===== src/rtl/mem_bus_arbiter_if.sv =====
// Request/response bundle for one side of the memory arbiter: rstrb/wmask requests,
// read data and busy flags. The requester drives through master, the responder through slave.
interface mem_bus_arbiter_if #(
   parameter int ADDR_WIDTH = 32
);
   logic [ADDR_WIDTH-1:0] addr;
   logic [31:0]           wdata;
   logic [3:0]            wmask;
   logic                  rstrb;
   logic [31:0]           rdata;
   logic                  rbusy;
   logic                  wbusy;

   modport master (output addr, wdata, wmask, rstrb, input  rdata, rbusy, wbusy);
   modport slave  (input  addr, wdata, wmask, rstrb, output rdata, rbusy, wbusy);
endinterface


===== src/rtl/mem_bus_arbiter.sv =====
// Two-master arbiter in front of a single-port memory with 1-cycle read latency.
// Zero-cycle grant, one pending slot per master, round-robin or fixed priority.
module mem_bus_arbiter #(
   parameter int ADDR_WIDTH = 32,
   parameter bit RR_ENABLE  = 1'b1
) (
   input logic               clk,
   input logic               reset,
   mem_bus_arbiter_if.slave  m0,
   mem_bus_arbiter_if.slave  m1,
   mem_bus_arbiter_if.master s
);
   logic [ADDR_WIDTH-1:0] req_addr  [2];
   logic [31:0]           req_wdata [2];
   logic [3:0]            req_wmask [2];
   logic [1:0]            req_rstrb;
   logic [1:0]            req_live;

   logic [1:0]            pend_vld;
   logic [1:0]            pend_rd;
   logic [ADDR_WIDTH-1:0] pend_addr  [2];
   logic [31:0]           pend_wdata [2];
   logic [3:0]            pend_wmask [2];

   logic [1:0]            cand_vld;
   logic [1:0]            cand_rd;
   logic [ADDR_WIDTH-1:0] cand_addr  [2];
   logic [31:0]           cand_wdata [2];
   logic [3:0]            cand_wmask [2];

   logic                  grant;
   logic                  win;
   logic [1:0]            grant_vec;
   logic                  last_grant;
   logic                  ret_vld;
   logic                  ret_owner;
   logic [31:0]           rdata_q [2];
   logic                  unused_busy;

   assign req_addr[0]  = m0.addr;
   assign req_addr[1]  = m1.addr;
   assign req_wdata[0] = m0.wdata;
   assign req_wdata[1] = m1.wdata;
   assign req_wmask[0] = m0.wmask;
   assign req_wmask[1] = m1.wmask;
   assign req_rstrb    = {m1.rstrb, m0.rstrb};
   assign req_live[0]  = req_rstrb[0] | (|req_wmask[0]);
   assign req_live[1]  = req_rstrb[1] | (|req_wmask[1]);

   // A held slot shadows any new request from the same master; wmask wins over rstrb.
   always_comb begin
      for (int x = 0; x < 2; x++) begin
         if (pend_vld[x]) begin
            cand_vld[x]   = ~reset;
            cand_rd[x]    = pend_rd[x];
            cand_addr[x]  = pend_addr[x];
            cand_wdata[x] = pend_wdata[x];
            cand_wmask[x] = pend_wmask[x];
         end else begin
            cand_vld[x]   = ~reset & req_live[x];
            cand_rd[x]    = ~|req_wmask[x];
            cand_addr[x]  = req_addr[x];
            cand_wdata[x] = req_wdata[x];
            cand_wmask[x] = req_wmask[x];
         end
      end
   end

   assign grant     = |cand_vld;
   assign win       = (&cand_vld) ? (RR_ENABLE ? ~last_grant : 1'b0) : ~cand_vld[0];
   assign grant_vec = grant ? (win ? 2'b10 : 2'b01) : 2'b00;

   assign s.addr  = grant ? cand_addr[win]  : req_addr[0];
   assign s.wdata = grant ? cand_wdata[win] : req_wdata[0];
   assign s.rstrb = grant & cand_rd[win];
   assign s.wmask = (grant & ~cand_rd[win]) ? cand_wmask[win] : 4'h0;

   always_ff @(posedge clk) begin
      if (reset) begin
         pend_vld   <= '0;
         pend_rd    <= '0;
         last_grant <= 1'b1;
         ret_vld    <= 1'b0;
         ret_owner  <= 1'b0;
         for (int x = 0; x < 2; x++) begin
            pend_addr[x]  <= '0;
            pend_wdata[x] <= '0;
            pend_wmask[x] <= '0;
            rdata_q[x]    <= '0;
         end
      end else begin
         for (int x = 0; x < 2; x++) begin
            if (grant_vec[x]) begin
               pend_vld[x] <= 1'b0;
            end else if (!pend_vld[x] && req_live[x]) begin
               pend_vld[x]   <= 1'b1;
               pend_rd[x]    <= ~|req_wmask[x];
               pend_addr[x]  <= req_addr[x];
               pend_wdata[x] <= req_wdata[x];
               pend_wmask[x] <= req_wmask[x];
            end
         end
         if (grant) last_grant <= win;
         ret_vld   <= grant & cand_rd[win];
         ret_owner <= win;
         if (ret_vld) rdata_q[ret_owner] <= s.rdata;
      end
   end

   assign m0.rdata = (ret_vld && !ret_owner) ? s.rdata : rdata_q[0];
   assign m1.rdata = (ret_vld &&  ret_owner) ? s.rdata : rdata_q[1];
   assign m0.rbusy = ~reset & pend_vld[0] &  pend_rd[0];
   assign m0.wbusy = ~reset & pend_vld[0] & ~pend_rd[0];
   assign m1.rbusy = ~reset & pend_vld[1] &  pend_rd[1];
   assign m1.wbusy = ~reset & pend_vld[1] & ~pend_rd[1];

   // The memory side never reports busy; those inputs exist only because the bundle is shared.
   assign unused_busy = s.rbusy | s.wbusy;
endmodule

===== src/flat_wrapper.sv =====
// flat-port wrapper written by rule: the top's interface ports become plain ports
module mem_bus_arbiter_flat 
#(
   parameter int ADDR_WIDTH = 32,
   parameter bit RR_ENABLE  = 1'b1
)
  (clk, reset, m0_addr, m0_wdata, m0_wmask, m0_rstrb, m0_rdata, m0_rbusy, m0_wbusy, m1_addr, m1_wdata, m1_wmask, m1_rstrb, m1_rdata, m1_rbusy, m1_wbusy, s_addr, s_wdata, s_wmask, s_rstrb, s_rdata, s_rbusy, s_wbusy);
  mem_bus_arbiter_if #(.ADDR_WIDTH(ADDR_WIDTH)) m0_i ();
  mem_bus_arbiter_if #(.ADDR_WIDTH(ADDR_WIDTH)) m1_i ();
  mem_bus_arbiter_if #(.ADDR_WIDTH(ADDR_WIDTH)) s_i ();
  input logic clk;
  input logic reset;
  input wire logic [$bits(m0_i.addr)-1:0] m0_addr;
  input wire logic [$bits(m0_i.wdata)-1:0] m0_wdata;
  input wire logic [$bits(m0_i.wmask)-1:0] m0_wmask;
  input wire logic [$bits(m0_i.rstrb)-1:0] m0_rstrb;
  output wire logic [$bits(m0_i.rdata)-1:0] m0_rdata;
  output wire logic [$bits(m0_i.rbusy)-1:0] m0_rbusy;
  output wire logic [$bits(m0_i.wbusy)-1:0] m0_wbusy;
  input wire logic [$bits(m1_i.addr)-1:0] m1_addr;
  input wire logic [$bits(m1_i.wdata)-1:0] m1_wdata;
  input wire logic [$bits(m1_i.wmask)-1:0] m1_wmask;
  input wire logic [$bits(m1_i.rstrb)-1:0] m1_rstrb;
  output wire logic [$bits(m1_i.rdata)-1:0] m1_rdata;
  output wire logic [$bits(m1_i.rbusy)-1:0] m1_rbusy;
  output wire logic [$bits(m1_i.wbusy)-1:0] m1_wbusy;
  output wire logic [$bits(s_i.addr)-1:0] s_addr;
  output wire logic [$bits(s_i.wdata)-1:0] s_wdata;
  output wire logic [$bits(s_i.wmask)-1:0] s_wmask;
  output wire logic [$bits(s_i.rstrb)-1:0] s_rstrb;
  input wire logic [$bits(s_i.rdata)-1:0] s_rdata;
  input wire logic [$bits(s_i.rbusy)-1:0] s_rbusy;
  input wire logic [$bits(s_i.wbusy)-1:0] s_wbusy;
  assign m0_i.addr = m0_addr;
  assign m0_i.wdata = m0_wdata;
  assign m0_i.wmask = m0_wmask;
  assign m0_i.rstrb = m0_rstrb;
  assign m0_rdata = m0_i.rdata;
  assign m0_rbusy = m0_i.rbusy;
  assign m0_wbusy = m0_i.wbusy;
  assign m1_i.addr = m1_addr;
  assign m1_i.wdata = m1_wdata;
  assign m1_i.wmask = m1_wmask;
  assign m1_i.rstrb = m1_rstrb;
  assign m1_rdata = m1_i.rdata;
  assign m1_rbusy = m1_i.rbusy;
  assign m1_wbusy = m1_i.wbusy;
  assign s_addr = s_i.addr;
  assign s_wdata = s_i.wdata;
  assign s_wmask = s_i.wmask;
  assign s_rstrb = s_i.rstrb;
  assign s_i.rdata = s_rdata;
  assign s_i.rbusy = s_rbusy;
  assign s_i.wbusy = s_wbusy;
  mem_bus_arbiter #(.ADDR_WIDTH(ADDR_WIDTH), .RR_ENABLE(RR_ENABLE)) u_core (.clk(clk), .reset(reset), .m0(m0_i), .m1(m1_i), .s(s_i));
endmodule

===== config.mk =====
export PLATFORM = sky130hd
export DESIGN_NAME = mem_bus_arbiter_flat
export DESIGN_NICKNAME = d
export VERILOG_FILES = /design/src/rtl/mem_bus_arbiter_if.sv /design/src/rtl/mem_bus_arbiter.sv /design/src/flat_wrapper.sv
export SDC_FILE = /design/constraint.sdc
export NUM_CORES = 1
export LEC_CHECK = 0
export ABC_AREA = 1
export ABC_CLOCK_PERIOD_IN_PS = 3000
export BUFFER_PORTS_ARGS = -buffer_cell sky130_fd_sc_hd__buf_2
export CORE_UTILIZATION = 45
export DETAILED_ROUTE_END_ITERATION = 6
export GPL_TIMING_DRIVEN = 1
export PLACE_DENSITY_LB_ADDON = 0.2
export SYNTH_ARGS = -nofsm -noshare
export SYNTH_HDL_FRONTEND = slang
export SYNTH_SLANG_ARGS = --single-unit

===== constraint.sdc =====
create_clock -name clk -period 3 [get_ports clk]
set_input_delay 0.15 -clock clk [delete_from_list [all_inputs] [get_ports clk]]
set_output_delay 0.15 -clock clk [all_outputs]
set_load 0.05 [all_outputs]

Word level (Yosys, flattened, before mapping)
Memories as Yosys holds them, arrays and structs flattened.
Cells that the tools add are included.
{"block": "classes", "magnitude_cmp": 2, "mux": 51, "bitwise": 27, "reduce_logical": 18}
{"cell": "two-way mux 32 bit", "n": 19}
{"cell": "two-way mux 4 bit", "n": 8}
{"cell": "OR reduction 32 bit", "n": 1}
{"cell": "two-way mux 1 bit", "n": 22}
{"cell": "bitwise AND 1 bit", "n": 10}
{"cell": "NOT 1 bit", "n": 8}
{"cell": "OR 1 bit", "n": 8}
{"cell": "OR reduction 4 bit", "n": 2}
{"cell": "AND reduction 2 bit", "n": 3}
{"cell": "OR reduction 2 bit", "n": 3}
{"cell": "logical NOT 1 bit", "n": 5}
{"cell": "logical AND 1 bit", "n": 4}
{"cell": "two-way mux 2 bit", "n": 2}
{"cell": ">= comparator 2 bit (second input constant)", "n": 1}
{"cell": "< comparator 1 x 2 -> 1 bit (second input constant)", "n": 1}
{"cell": "NOT 1 -> 2 bit", "n": 1}
{"block": "totals", "register_bits": 7, "ramBits": 200, "in_bits": 174, "output_inout_bits": 137, "word_cells": 109, "n_memories": 4}
{"memory": "u_core.pend_addr", "depth": 2, "width": 32, "rd": 2, "rd_clocked_by_memory_dff": 0, "wr": 2, "line": "mem_bus_arbiter.sv:21", "source": "logic [ADDR_WIDTH-1:0] pend_addr [2];"}
{"memory": "u_core.pend_wdata", "depth": 2, "width": 32, "rd": 2, "rd_clocked_by_memory_dff": 0, "wr": 2, "line": "mem_bus_arbiter.sv:22", "source": "logic [31:0] pend_wdata [2];"}
{"memory": "u_core.rdata_q", "depth": 2, "width": 32, "rd": 2, "rd_clocked_by_memory_dff": 0, "wr": 2, "line": "mem_bus_arbiter.sv:37", "source": "logic [31:0] rdata_q [2];"}
{"memory": "u_core.pend_wmask", "depth": 2, "width": 4, "rd": 2, "rd_clocked_by_memory_dff": 0, "wr": 2, "line": "mem_bus_arbiter.sv:23", "source": "logic [3:0] pend_wmask [2];"}

Logic depth before layout (Yosys ltp)
Gate-level depths: netlist (run 1).
{"block": "depth", "ltp_word": 12, "depth_mapped": 10, "mapped_depth_nobuf": 10}

Worst setup path before layout (run 1)
No wires, ideal clock.
{"block": "synth_timing", "kind": "register to register", "start": "register u_core.pend_vld[0]", "end": "memory u_core.pend_addr[1][0], in the netlist u_core.pend_addr[0][32], enable pin", "setup_time_ns": 0.428, "t_arrival_ns": 2.617, "required_ns": 2.572, "slack_ns": -0.045, "path_stages_with_launch": 9, "n_path_buf": 2, "synth_period_minus_slack_ns": 3.045, "path_cell_list": "dfxtp_1 buf_2 inv_2 nand4_1 nand2_2 o21ai_2 buf_2 nand2_1 nand2_1"}
{"item": "from (decl)", "line": "mem_bus_arbiter.sv:19", "source": "logic [1:0] pend_vld;"}
{"item": "from (signal assigned)", "line": "mem_bus_arbiter.sv:80", "source": "pend_vld <= '0;"}
{"item": "from (signal, indexed assignment)", "line": "mem_bus_arbiter.sv:94", "source": "pend_vld[x] <= 1'b0;"}
{"item": "from (signal, indexed assignment)", "line": "mem_bus_arbiter.sv:96", "source": "pend_vld[x] <= 1'b1;"}
{"item": "to (decl)", "line": "mem_bus_arbiter.sv:21"}

Final worst setup path (run 1)
{"block": "layout_timing", "start": "input port m1_wmask[0]", "end": "output port s_wmask[1]"}
{"block": "layout_via", "elab_chain_cells": 11, "word_cells_on_any_way": 18, "classes_between": "mux (9); bitwise (5); reduce/logical (4)"}
{"item": "from (decl)", "line": "flat_wrapper.sv:22", "source": "input wire logic [$bits(m1_i.wmask)-1:0] m1_wmask;"}
{"item": "OR reduction 4 bit (*)", "line": "mem_bus_arbiter.sv:48, mem_bus_arbiter.sv:61"}
{"item": "OR 1 bit", "line": "mem_bus_arbiter.sv:48", "source": "assign req_live[1] = req_rstrb[1] | (|req_wmask[1]);"}
{"item": "bitwise AND 1 bit", "line": "mem_bus_arbiter.sv:60", "source": "cand_vld[x] = ~reset & req_live[x];"}
{"item": "two-way mux 1 bit", "line": "mem_bus_arbiter.sv:53", "source": "if (pend_vld[x]) begin"}
{"item": "AND reduction 2 bit", "line": "mem_bus_arbiter.sv:70", "source": "assign win = (&cand_vld) ? (RR_ENABLE ? ~last_grant : 1'b0) : ~cand_vld[0];"}
{"item": "two-way mux 1 bit", "line": "mem_bus_arbiter.sv:70"}
{"item": "NOT 1 -> 2 bit (implied by the code) or two-way mux 1 bit (tied branches)", "line": "mem_bus_arbiter.sv:76", "source": "assign s.wmask = (grant & ~cand_rd[win]) ? cand_wmask[win] : 4'h0;"}
{"item": "two-way mux 4 bit (implied by the code) or two-way mux 1 bit (tied branches)", "line": "mem_bus_arbiter.sv:76"}
{"item": "two-way mux 4 bit (implied by the code) or NOT 1 bit (tied branches)", "line": "mem_bus_arbiter.sv:76"}
{"item": "two-way mux 4 bit (implied by the code) or bitwise AND 1 bit (tied branches)", "line": "mem_bus_arbiter.sv:76"}
{"item": "two-way mux 4 bit (*)", "line": "mem_bus_arbiter.sv:76"}
{"item": "to (decl)", "line": "flat_wrapper.sv:29", "source": "output wire logic [$bits(s_i.wmask)-1:0] s_wmask;"}
Mark *: on every way between the ends. The rest lies on a longest branch, timed or not. The select of a mux whose other input is x is not followed.

==> results of run 1 <==
-- power groups by stage --
stage	clock network, uW	logic (uW)	registers, uW
4_1_cts	2950	1930	3520
2_1_floorplan	0	1270	3570
5_1_grt	3070	2080	3540
3_3_place_gp	0	1770	3570
3_5_place_dp	0	1780	3580
6_report	2900	1940	3520
-- sequential cells by signal (all words and copies together), names as in the netlist --
signal / count
u_core.last_grant: 1
u_core.ret_vld: 1
u_core.pend_rd: 2
u_core.rdata_q: 64
u_core.pend_wdata: 64
u_core.pend_vld: 2
u_core.ret_owner: 1
u_core.pend_addr: 64
u_core.pend_wmask: 8
-- per-layer routing --
layer  vias to the layer above  global-route usage, %  part of all wire [%]
met5                         -                      0                     0
met4                         0                   8.74                   3.0
met3                        65                   5.30                   7.1
met2                       402                   40.7                    47
met1                      4775                   31.5                    43
li1                       5212                      -                     -
-- final cells by class --
| class | count | area (um2) |
|---|---|---|
| Inverter | 161 | 604 |
| Timing Repair Buffer | 480 | 3280 |
| Tap cell | 324 | 405 |
| Antenna cell | 3 | 7.51 |
| Multi-Input combinational cell | 841 | 4090 |
| Clock buffer | 33 | 656 |
| Clock inverter | 9 | 116 |
| Fill cell | 2075 | 9080 |
| Sequential cell | 207 | 6150 |
-- per-stage QoR --
stage / total power, uW / hold slack, ns / setup WS, ns
after floorplan: 4840 / 0.222 / 0.00268
after global placement: 5340 / 0.442 / 0.619
after detailed placement: 5360 / 0.447 / 0.596
after CTS: 8400 / 0.000000333 / 0.0732
after global routing: 8690 / 0.00512 / 0.0164
final: 8360 / 0.0116 / 0.204
-- timing repair --
item / in CTS / in global routing
setup buffers: 0 / 0
gates resized for setup: 0 / 2
endpoints found under the setup margin: 0 / 26
hold buffers: 145 / 0
endpoints found under the hold margin: 171 / 0
-- final timing paths --
path | depth (start not counted) | from | slack [ns] | endpoint
worst max register to register | 7 | u_core.pend_vld[0] | 0.62 | u_core.pend_wdata[0][28]
worst min-delay path | 3 | m1_wmask[1] | 0.01 | u_core.pend_wmask[0][5]
worst min register to register | 2 | u_core.pend_rd[0] | 0.51 | u_core.pend_rd[0]
worst max-delay path | 12 | m1_wmask[0] | 0.20 | s_wmask[1]
-- cell families after synthesis --
logic type             Yosys count  share of synthesized area (%)
buffers and inverters          261                           9.29
AND/OR/NAND/NOR                483                           17.2
AO/OA/AOI/OAI                  358                           18.8
flip-flops                     207                           54.7
-- placed cells by master (no fill, tap or decap), types with 2 or more instances in the layout --
cell type / netlist / final
sky130_fd_sc_hd__o21ai_0: 138 / 138
sky130_fd_sc_hd__a21oi_2: 40 / 40
sky130_fd_sc_hd__buf_6: 5 / 2
sky130_fd_sc_hd__inv_1: 160 / 159
sky130_fd_sc_hd__buf_2: 21 / 308
sky130_fd_sc_hd__nand3_1: 74 / 74
sky130_fd_sc_hd__edfxtp_1: 200 / 200
sky130_fd_sc_hd__nand2_2: 1 / 2
sky130_fd_sc_hd__a21boi_1: 3 / 3
sky130_fd_sc_hd__nor2_1: 127 / 126
sky130_fd_sc_hd__clkbuf_1: 71 / 8
sky130_fd_sc_hd__diode_2: 0 / 3
sky130_fd_sc_hd__clkinv_1: 0 / 4
sky130_fd_sc_hd__nand2_1: 273 / 270
sky130_fd_sc_hd__nand2_4: 0 / 2
sky130_fd_sc_hd__a21oi_1: 114 / 114
sky130_fd_sc_hd__dfxtp_4: 0 / 2
sky130_fd_sc_hd__dlygate4sd3_1: 0 / 145
sky130_fd_sc_hd__bufinv_16: 0 / 3
sky130_fd_sc_hd__nand3b_1: 2 / 2
sky130_fd_sc_hd__nor2_4: 0 / 2
sky130_fd_sc_hd__o211ai_1: 41 / 41
sky130_fd_sc_hd__buf_12: 0 / 6
sky130_fd_sc_hd__dfxtp_1: 7 / 5
sky130_fd_sc_hd__clkbuf_16: 0 / 25
sky130_fd_sc_hd__buf_4: 0 / 19
sky130_fd_sc_hd__nand4_1: 2 / 2
sky130_fd_sc_hd__clkinv_2: 0 / 3
sky130_fd_sc_hd__a21boi_0: 21 / 21
-- critical path, stage by stage --
cell	delay, ns
sky130_fd_sc_hd__dlygate4sd3_1	0.58
sky130_fd_sc_hd__buf_2	0.14
sky130_fd_sc_hd__nor2_1	0.15
sky130_fd_sc_hd__nand3b_1	0.12
sky130_fd_sc_hd__nor2_1	0.19
sky130_fd_sc_hd__nor2_1	0.14
sky130_fd_sc_hd__nor2_4	0.12
sky130_fd_sc_hd__buf_12	0.33
sky130_fd_sc_hd__nand2_1	0.18
sky130_fd_sc_hd__nand3b_1	0.23
sky130_fd_sc_hd__nor2_1	0.08
sky130_fd_sc_hd__buf_2	0.22
==> Implementation_results.wiki, run 1 <==
{| class="wikitable"
! Metric !! Value
|-
| Leakage component of the power || about 0.0069 uW
|-
| Number of register bits inferred by synthesis || 207
|-
| Final Hold Vio Count || 0
|-
| RSZ-0062 raised after global routing || false
|-
| Share of final-layout standard cells stronger than drive strength 1 || between 20% and 30%
|-
| Vias after detailed routing || 10454
|-
| Count of flip-flops with a built-in enable after synthesis || 200
|-
| Wire length of the first global-routing pass || 50900 um
|-
| Initial drt markers || around 800
|-
| Initial DRT Pass Iterations || 7
|-
| Die area || 0.0256 mm2
|-
| Die height || 160 um
|-
| Starting density of the core || 46.0%
|-
| Maximum fanout encountered on the critical timing path || 71
|-
| Synthesized instance count || 1309
|-
| Run status || complete, no violations
|-
| Post-synthesis to final-layout area growth || 36.3%
|-
| Portion of the post-synthesis area used by sequential elements || 54.7%
|-
| Syn_area_per_cell || 8.58 um2
|-
| Post-route fraction of the period consumed by the critical path || between 90 and 100%
|-
| Combined area of all synthesized cells || approximately 0.011 mm2
|-
| Antenna violations before repair || 3
|-
| Top achievable clock speed || ~360 MHz
|-
| Fraction of power consumed by sequential logic || 42.1%
|-
| Area share of the largest cell type after synthesis || between 50% and 60%
|-
| Cell at the root of the clock tree || sky130_fd_sc_hd__clkbuf_16
|-
| Leftover overflow at the end of global routing || 0
|-
| Die outline width || 160 um
|-
| DP HPWL || roughly 19000 um
|-
| Tightest slew margin relative to the limit || between 40% and 50%
|-
| Clock-pin transition on the worst setup and hold timing paths || 0.06 ns
|-
| Non-filler cells in the finished layout || 2058
|-
| Transition time at the pin with the least slew margin || ~0.78 ns
|-
| Largest net degree at the start of global routing || 137
|-
| Floorplan row count || 57
|-
| CTS tree || built
|-
| Htree depth || 1
|-
| Synth warn || 0
|-
| Required time reported for the critical path endpoint || 2.85 ns
|-
| Overall routed net length || 32000 um
|-
| Most common cell in the netlist || sky130_fd_sc_hd__nand2_1
|-
| Final std cell area, no fill || 0.0153 mm2
|-
| Number of distinct standard cells referenced by the synthesized netlist || 25
|-
| Main flop type after synthesis || sky130_fd_sc_hd__edfxtp_1
|-
| Clock latency of the later-clocked register in the worst-skew pair || 0.51 ns
|-
| Power density over the cells || 546 mW/mm2
|-
| Setup skew after layout || ~0.014 ns
|-
| Number of design rule violations left after detail routing || 0
|-
| Maximum capacitance violations || 0
|-
| DRT antenna net count || 0
|-
| Average wire per cell in the routed design || 15.5 um
|-
| Global-route usage over all layers || 24.5%
|-
| Total placed instance area || 0.0131 mm2
|-
| Library cell occupying the most area in the post-synthesis netlist || sky130_fd_sc_hd__edfxtp_1
|-
| Sw frac || 30.6%
|-
| Num CTS Buffers || 24
|-
| Synthesized net count || between 1000 and 1500
|-
| VDD IR max || 0.392 mV
|-
| Shortest clock period the worst path allows after layout || 2.80 ns
|-
| Classification of the worst setup path || primary input to output port
|-
| Number of global-route vias before repair || 10052
|-
| Switching power || 2560 uW
|-
| Async set-or-reset flop fraction in the synthesized netlist || 0%
|-
| Part of the total power dissipated in combinational logic || 23.2%
|-
| Fin Setup TNS || 0 ns
|-
| Classification of the worst-slack hold path || primary input to register
|-
| Ports || 311
|-
| Total placed cells including tap cells || 1868
|-
| Number of nets in the layout || 1889
|-
| Ranking of synthesized cells by area || sky130_fd_sc_hd__edfxtp_1 (53%), sky130_fd_sc_hd__nand2_1 (9.1%), sky130_fd_sc_hd__o21ai_0 (6.1%), sky130_fd_sc_hd__inv_1 (5.3%), sky130_fd_sc_hd__a21oi_1 (5.1%)
|-
| Number of pins exceeding their max-slew limit in the final report || 0
|-
| Crit path launch type || primary input
|-
| Final setup violating endpoints || 0
|-
| Portion of total power attributed to the clock network || 34.7%
|-
| Count of input and output buffers || roughly 310
|-
| Routed vias/inst || 5.08
|-
| CTS max path bufs || 3
|-
| Internal power || 5800 uW
|-
| Endpoint kind of the worst setup timing path || output port
|-
| Utilization after layout || 62.8%
|-
| Commonest cells post-synth || sky130_fd_sc_hd__nand2_1 (273), sky130_fd_sc_hd__edfxtp_1 (200), sky130_fd_sc_hd__inv_1 (160)
|-
| Routability congestion estimate || 0.794
|-
| Arr. time, crit path || 2.65 ns
|-
| Core region area || between 0.02 and 0.025 mm2
|-
| Number of clock sinks seen by CTS || 207
|}
(Power assumes the default switching activity.)
==> inputs of run 2 (changes only) <==
--- a/config.mk
+++ b/config.mk
@@ -11,7 +11,7 @@
 export CORE_UTILIZATION = 45
 export DETAILED_ROUTE_END_ITERATION = 6
 export GPL_TIMING_DRIVEN = 1
-export PLACE_DENSITY_LB_ADDON = 0.2
+export PLACE_DENSITY = 0.73
 export SYNTH_ARGS = -nofsm -noshare
 export SYNTH_HDL_FRONTEND = slang
 export SYNTH_SLANG_ARGS = --single-unit
==> run 2 against run 1 <==
  * Clock skew down 0.0019 ns
  * Total power down 3.6%
  * Via count up 3.0%
  * Final cell count down 0.44%
  * Combinational power about the same
  * Clock power down 11%
  * Critical path depth down 1
  * Routed wire length up 3.6%
  * Fmax down 1.2%
  * Critical path type unchanged
==> Implementation_results.wiki, run 2 (synthesis gave the netlist of run 1 again) <==
{| class="wikitable"
! Metric !! Value
|-
| Run status || complete, no violations (unchanged)
|-
| Count of input and output buffers || 308 (unchanged)
|-
| Shortest clock period the worst path allows after layout || 2.83 ns (was 2.80 ns)
|-
| Wire length of the first global-routing pass || 52000 um (was 50900 um)
|-
| Number of design rule violations left after detail routing || 0 (unchanged)
|-
| Wire length the detailed router placed on met1 || 13400 um (was 13700 um)
|-
| Tightest slew margin relative to the limit || 48.4% (was 47.8%)
|-
| VDD IR max || 0.367 mV (was 0.392 mV)
|-
| Classification of the worst-slack hold path || primary input to register (unchanged)
|-
| Share of final-layout standard cells stronger than drive strength 1 || 24.2% (was 24.1%)
|-
| Top achievable clock speed || 353 MHz (was 358 MHz)
|-
| Antenna violations before repair || 5 (was 3)
|-
| Crit path launch type || primary input (unchanged)
|-
| Depth of the worst register-to-register path || 6 (was 7)
|-
| Largest delay share family, worst path || buffers and inverters (unchanged)
|-
| CTS tree || built (unchanged)
|-
| Final setup violating endpoints || 0 (unchanged)
|-
| Total placed instance area || 0.0131 mm2 (about the same)
|-
| Final Hold Vio Count || 0 (unchanged)
|-
| Largest net degree at the start of global routing || 137 (unchanged)
|-
| Global-route usage over all layers || 25.1% (was 24.5%)
|-
| Largest registers || u_core.pend_addr (64), u_core.pend_wdata (64), u_core.rdata_q (64) (unchanged)
|-
| Crit path largest cell delay || 0.55 ns (was 0.58 ns)
|-
| Maximum fanout encountered on the critical timing path || 40 (was 71)
|-
| Utilization after layout || 62.1% (was 62.8%)
|-
| Maximum capacitance violations || 0 (unchanged)
|-
| DP HPWL || 20100 um (was 19000 um)
|-
| Bufs and invs on worst path || 4 (unchanged)
|-
| Worst slack after detailed placement || 0.605 ns (was 0.596 ns)
|-
| Number of clock sinks seen by CTS || 207 (unchanged)
|-
| Die outline width || 160 um (unchanged)
|-
| Htree depth || 1 (unchanged)
|-
| Worst reg2reg setup slack || 0.80 ns (was 0.62 ns)
|-
| Worst hold slack || 0.0187 ns (was 0.0116 ns)
|-
| CP Depth || 11 (was 12)
|-
| Post-layout worst setup margin || 0.169 ns (was 0.204 ns)
|-
| Ports || 311 (unchanged)
|-
| Transition time at the pin with the least slew margin || 0.771 ns (was 0.783 ns)
|-
| Starting density of the core || 46.0% (unchanged)
|-
| Met3 layer wire length in the routed design || 2970 um (was 2260 um)
|-
| DRT antenna net count || 0 (unchanged)
|-
| Post-route fraction of the period consumed by the critical path || 94.4% (was 93.2%)
|-
| Topmost layer with routed signal wires || met5 (was met4)
|-
| Initial drt markers || 855 (was 818)
|-
| Vias after detailed routing || 10771 (was 10454)
|-
| R2R Path Start || u_core.pend_vld[1] (was u_core.pend_vld[0])
|-
| Number of pins exceeding their max-slew limit in the final report || 0 (unchanged)
|-
| Overall routed net length || 33100 um (was 32000 um)
|-
| Leakage component of the power || 0.00685 uW (was 0.00693 uW)
|-
| Classification of the worst setup path || primary input to output port (unchanged)
|-
| Required time reported for the critical path endpoint || 2.85 ns (about the same)
|-
| Routed vias/inst || 5.26 (was 5.08)
|-
| Core region area || 0.0244 mm2 (unchanged)
|-
| Number of global-route vias before repair || 10467 (was 10052)
|-
| Average wire per cell in the routed design || 16.2 um (was 15.5 um)
|-
| Power density over the cells || 532 mW/mm2 (was 546 mW/mm2)
|-
| Post-synthesis to final-layout area growth || 34.9% (was 36.3%)
|-
| Clock latency of the later-clocked register in the worst-skew pair || 0.51 ns (about the same)
|-
| Setup skew after layout || 0.0121 ns (was 0.0140 ns)
|-
| Leftover overflow at the end of global routing || 0 (unchanged)
|-
| Final std cell area, no fill || 0.0151 mm2 (was 0.0153 mm2)
|-
| Num CTS Buffers || 23 (was 24)
|-
| Die area || 0.0256 mm2 (unchanged)
|-
| Met2 routed WL || 15700 um (was 15000 um)
|-
| Die height || 160 um (unchanged)
|-
| Arr. time, crit path || 2.68 ns (was 2.65 ns)
|-
| Most frequent cell on the critical path || sky130_fd_sc_hd__nor2_1 (unchanged)
|-
| FF-to-FF End || u_core.pend_wdata[0][4] (was u_core.pend_wdata[0][28])
|-
| Series of cell instances along the critical path || dlygate4sd3_1, buf_2, nor2_1, nand3b_1, nor2_1, nor2_1, nor2_4, buf_12, nand3_1, nand3_1, buf_2 (was dlygate4sd3_1, buf_2, nor2_1, nand3b_1, nor2_1, nor2_1, nor2_4, buf_12, nand2_1, nand3b_1, nor2_1, buf_2)
|-
| Clock-pin transition on the worst setup and hold timing paths || 0.06 ns (about the same)
|-
| Critical Path Slowest Stage Cell || sky130_fd_sc_hd__dlygate4sd3_1 (unchanged)
|-
| CTS max path bufs || 3 (unchanged)
|-
| Critical path endpoint || s_addr[6] (was s_wmask[1])
|-
| Number of filler instances in the final layout || 2017 (was 2075)
|-
| Critical path launch point || m1_wmask[1] (was m1_wmask[0])
|-
| Endpoint kind of the worst setup timing path || output port (unchanged)
|-
| Most common cell after layout, fill and taps aside || sky130_fd_sc_hd__buf_2 (unchanged)
|-
| Initial DRT Pass Iterations || 6 (was 7)
|-
| Floorplan row count || 57 (unchanged)
|-
| Number of nets in the layout || 1882 (was 1889)
|-
| Commonest non-fill, non-tap cells in the layout || sky130_fd_sc_hd__buf_2 (308), sky130_fd_sc_hd__nand2_1 (270), sky130_fd_sc_hd__edfxtp_1 (200) (unchanged)
|-
| Cell at the root of the clock tree || sky130_fd_sc_hd__clkbuf_16 (unchanged)
|-
| Routability congestion estimate || 0.827 (was 0.794)
|-
| Post-CTS setup repair buffer count || 0 (unchanged)
|}
==> run 2: tightest hold or removal path: stages <==
cell and delay, ns:
sky130_fd_sc_hd__buf_2 0.08, sky130_fd_sc_hd__inv_1 0.07, sky130_fd_sc_hd__nor2_1 0.11
==> run 2: area by class of cell <==
class	count	area (um2)	share of cell area, %
flip-flops and latches	207	6150	40.6
multi-input cells	841	4090	27.0
repair buffers	474	3220	21.3
inverters	161	608	4.01
clock buffers	27	591	3.90
well taps	324	405	2.68
clock inverters	12	75.1	0.496
diodes	3	7.51	0.0496
==> run 2: worst min-delay path by stage <==
| stage | end | cells after the start | slack [ns] | from |
|---|---|---|---|---|
| final | u_core.rdata_q[0][10] | 3 | 0.02 | s_rdata[10] |
| after global routing | u_core.pend_wdata[0][24] | 2 | 0.02 | m0_wdata[24] |
| after CTS | u_core.pend_wdata[0][62] | 3 | 0.0004 | m1_wdata[30] |
| after detailed placement | u_core.pend_vld[1] | 2 | 0.47 | reset |
| after global placement | u_core.pend_wdata[0][33] | 3 | 0.47 | m1_wdata[1] |
| after floorplan | u_core.ret_owner | 1 | 0.22 | reset |
==> run 2: what timing repair did <==
item / 4_1_cts / 5_1_grt
hold buffers: 136 / 0
resized for setup: 0 / 2
hold endpoints to repair: 153 / 0
endpoints found under the setup margin: 0 / 25
==> run 2: report_power, final <==
| part | switching, uW | total [uW] | internal (uW) |
|---|---|---|---|
| Combinational | 1380 | 1950 | 572 |
| Clock | 1110 | 2590 | 1480 |
| Sequential | 71.8 | 3530 | 3450 |
| Total | 2560 | 8060 | 5500 |
==> run 2: routing by layer <==
| metal | global-route usage (%) | vias to the layer above |
|---|---|---|
| met1 | 31.3 | 4904 |
| met3 | 5.17 | 82 |
| met4 | 9.83 | 2 |
| met2 | 42.7 | 584 |
| li1 | - | 5199 |
| met5 | 0 | - |
==> run 2: through the flow <==
step           instances  setup TNS (ns)  total power, uW
2_1_floorplan       1309               0             4840
3_3_place_gp        1871               0             5340
3_5_place_dp        1871               0             5360
4_1_cts             2046               0             8100
5_1_grt             2049         -0.0181             8390
6_report            2049               0             8060
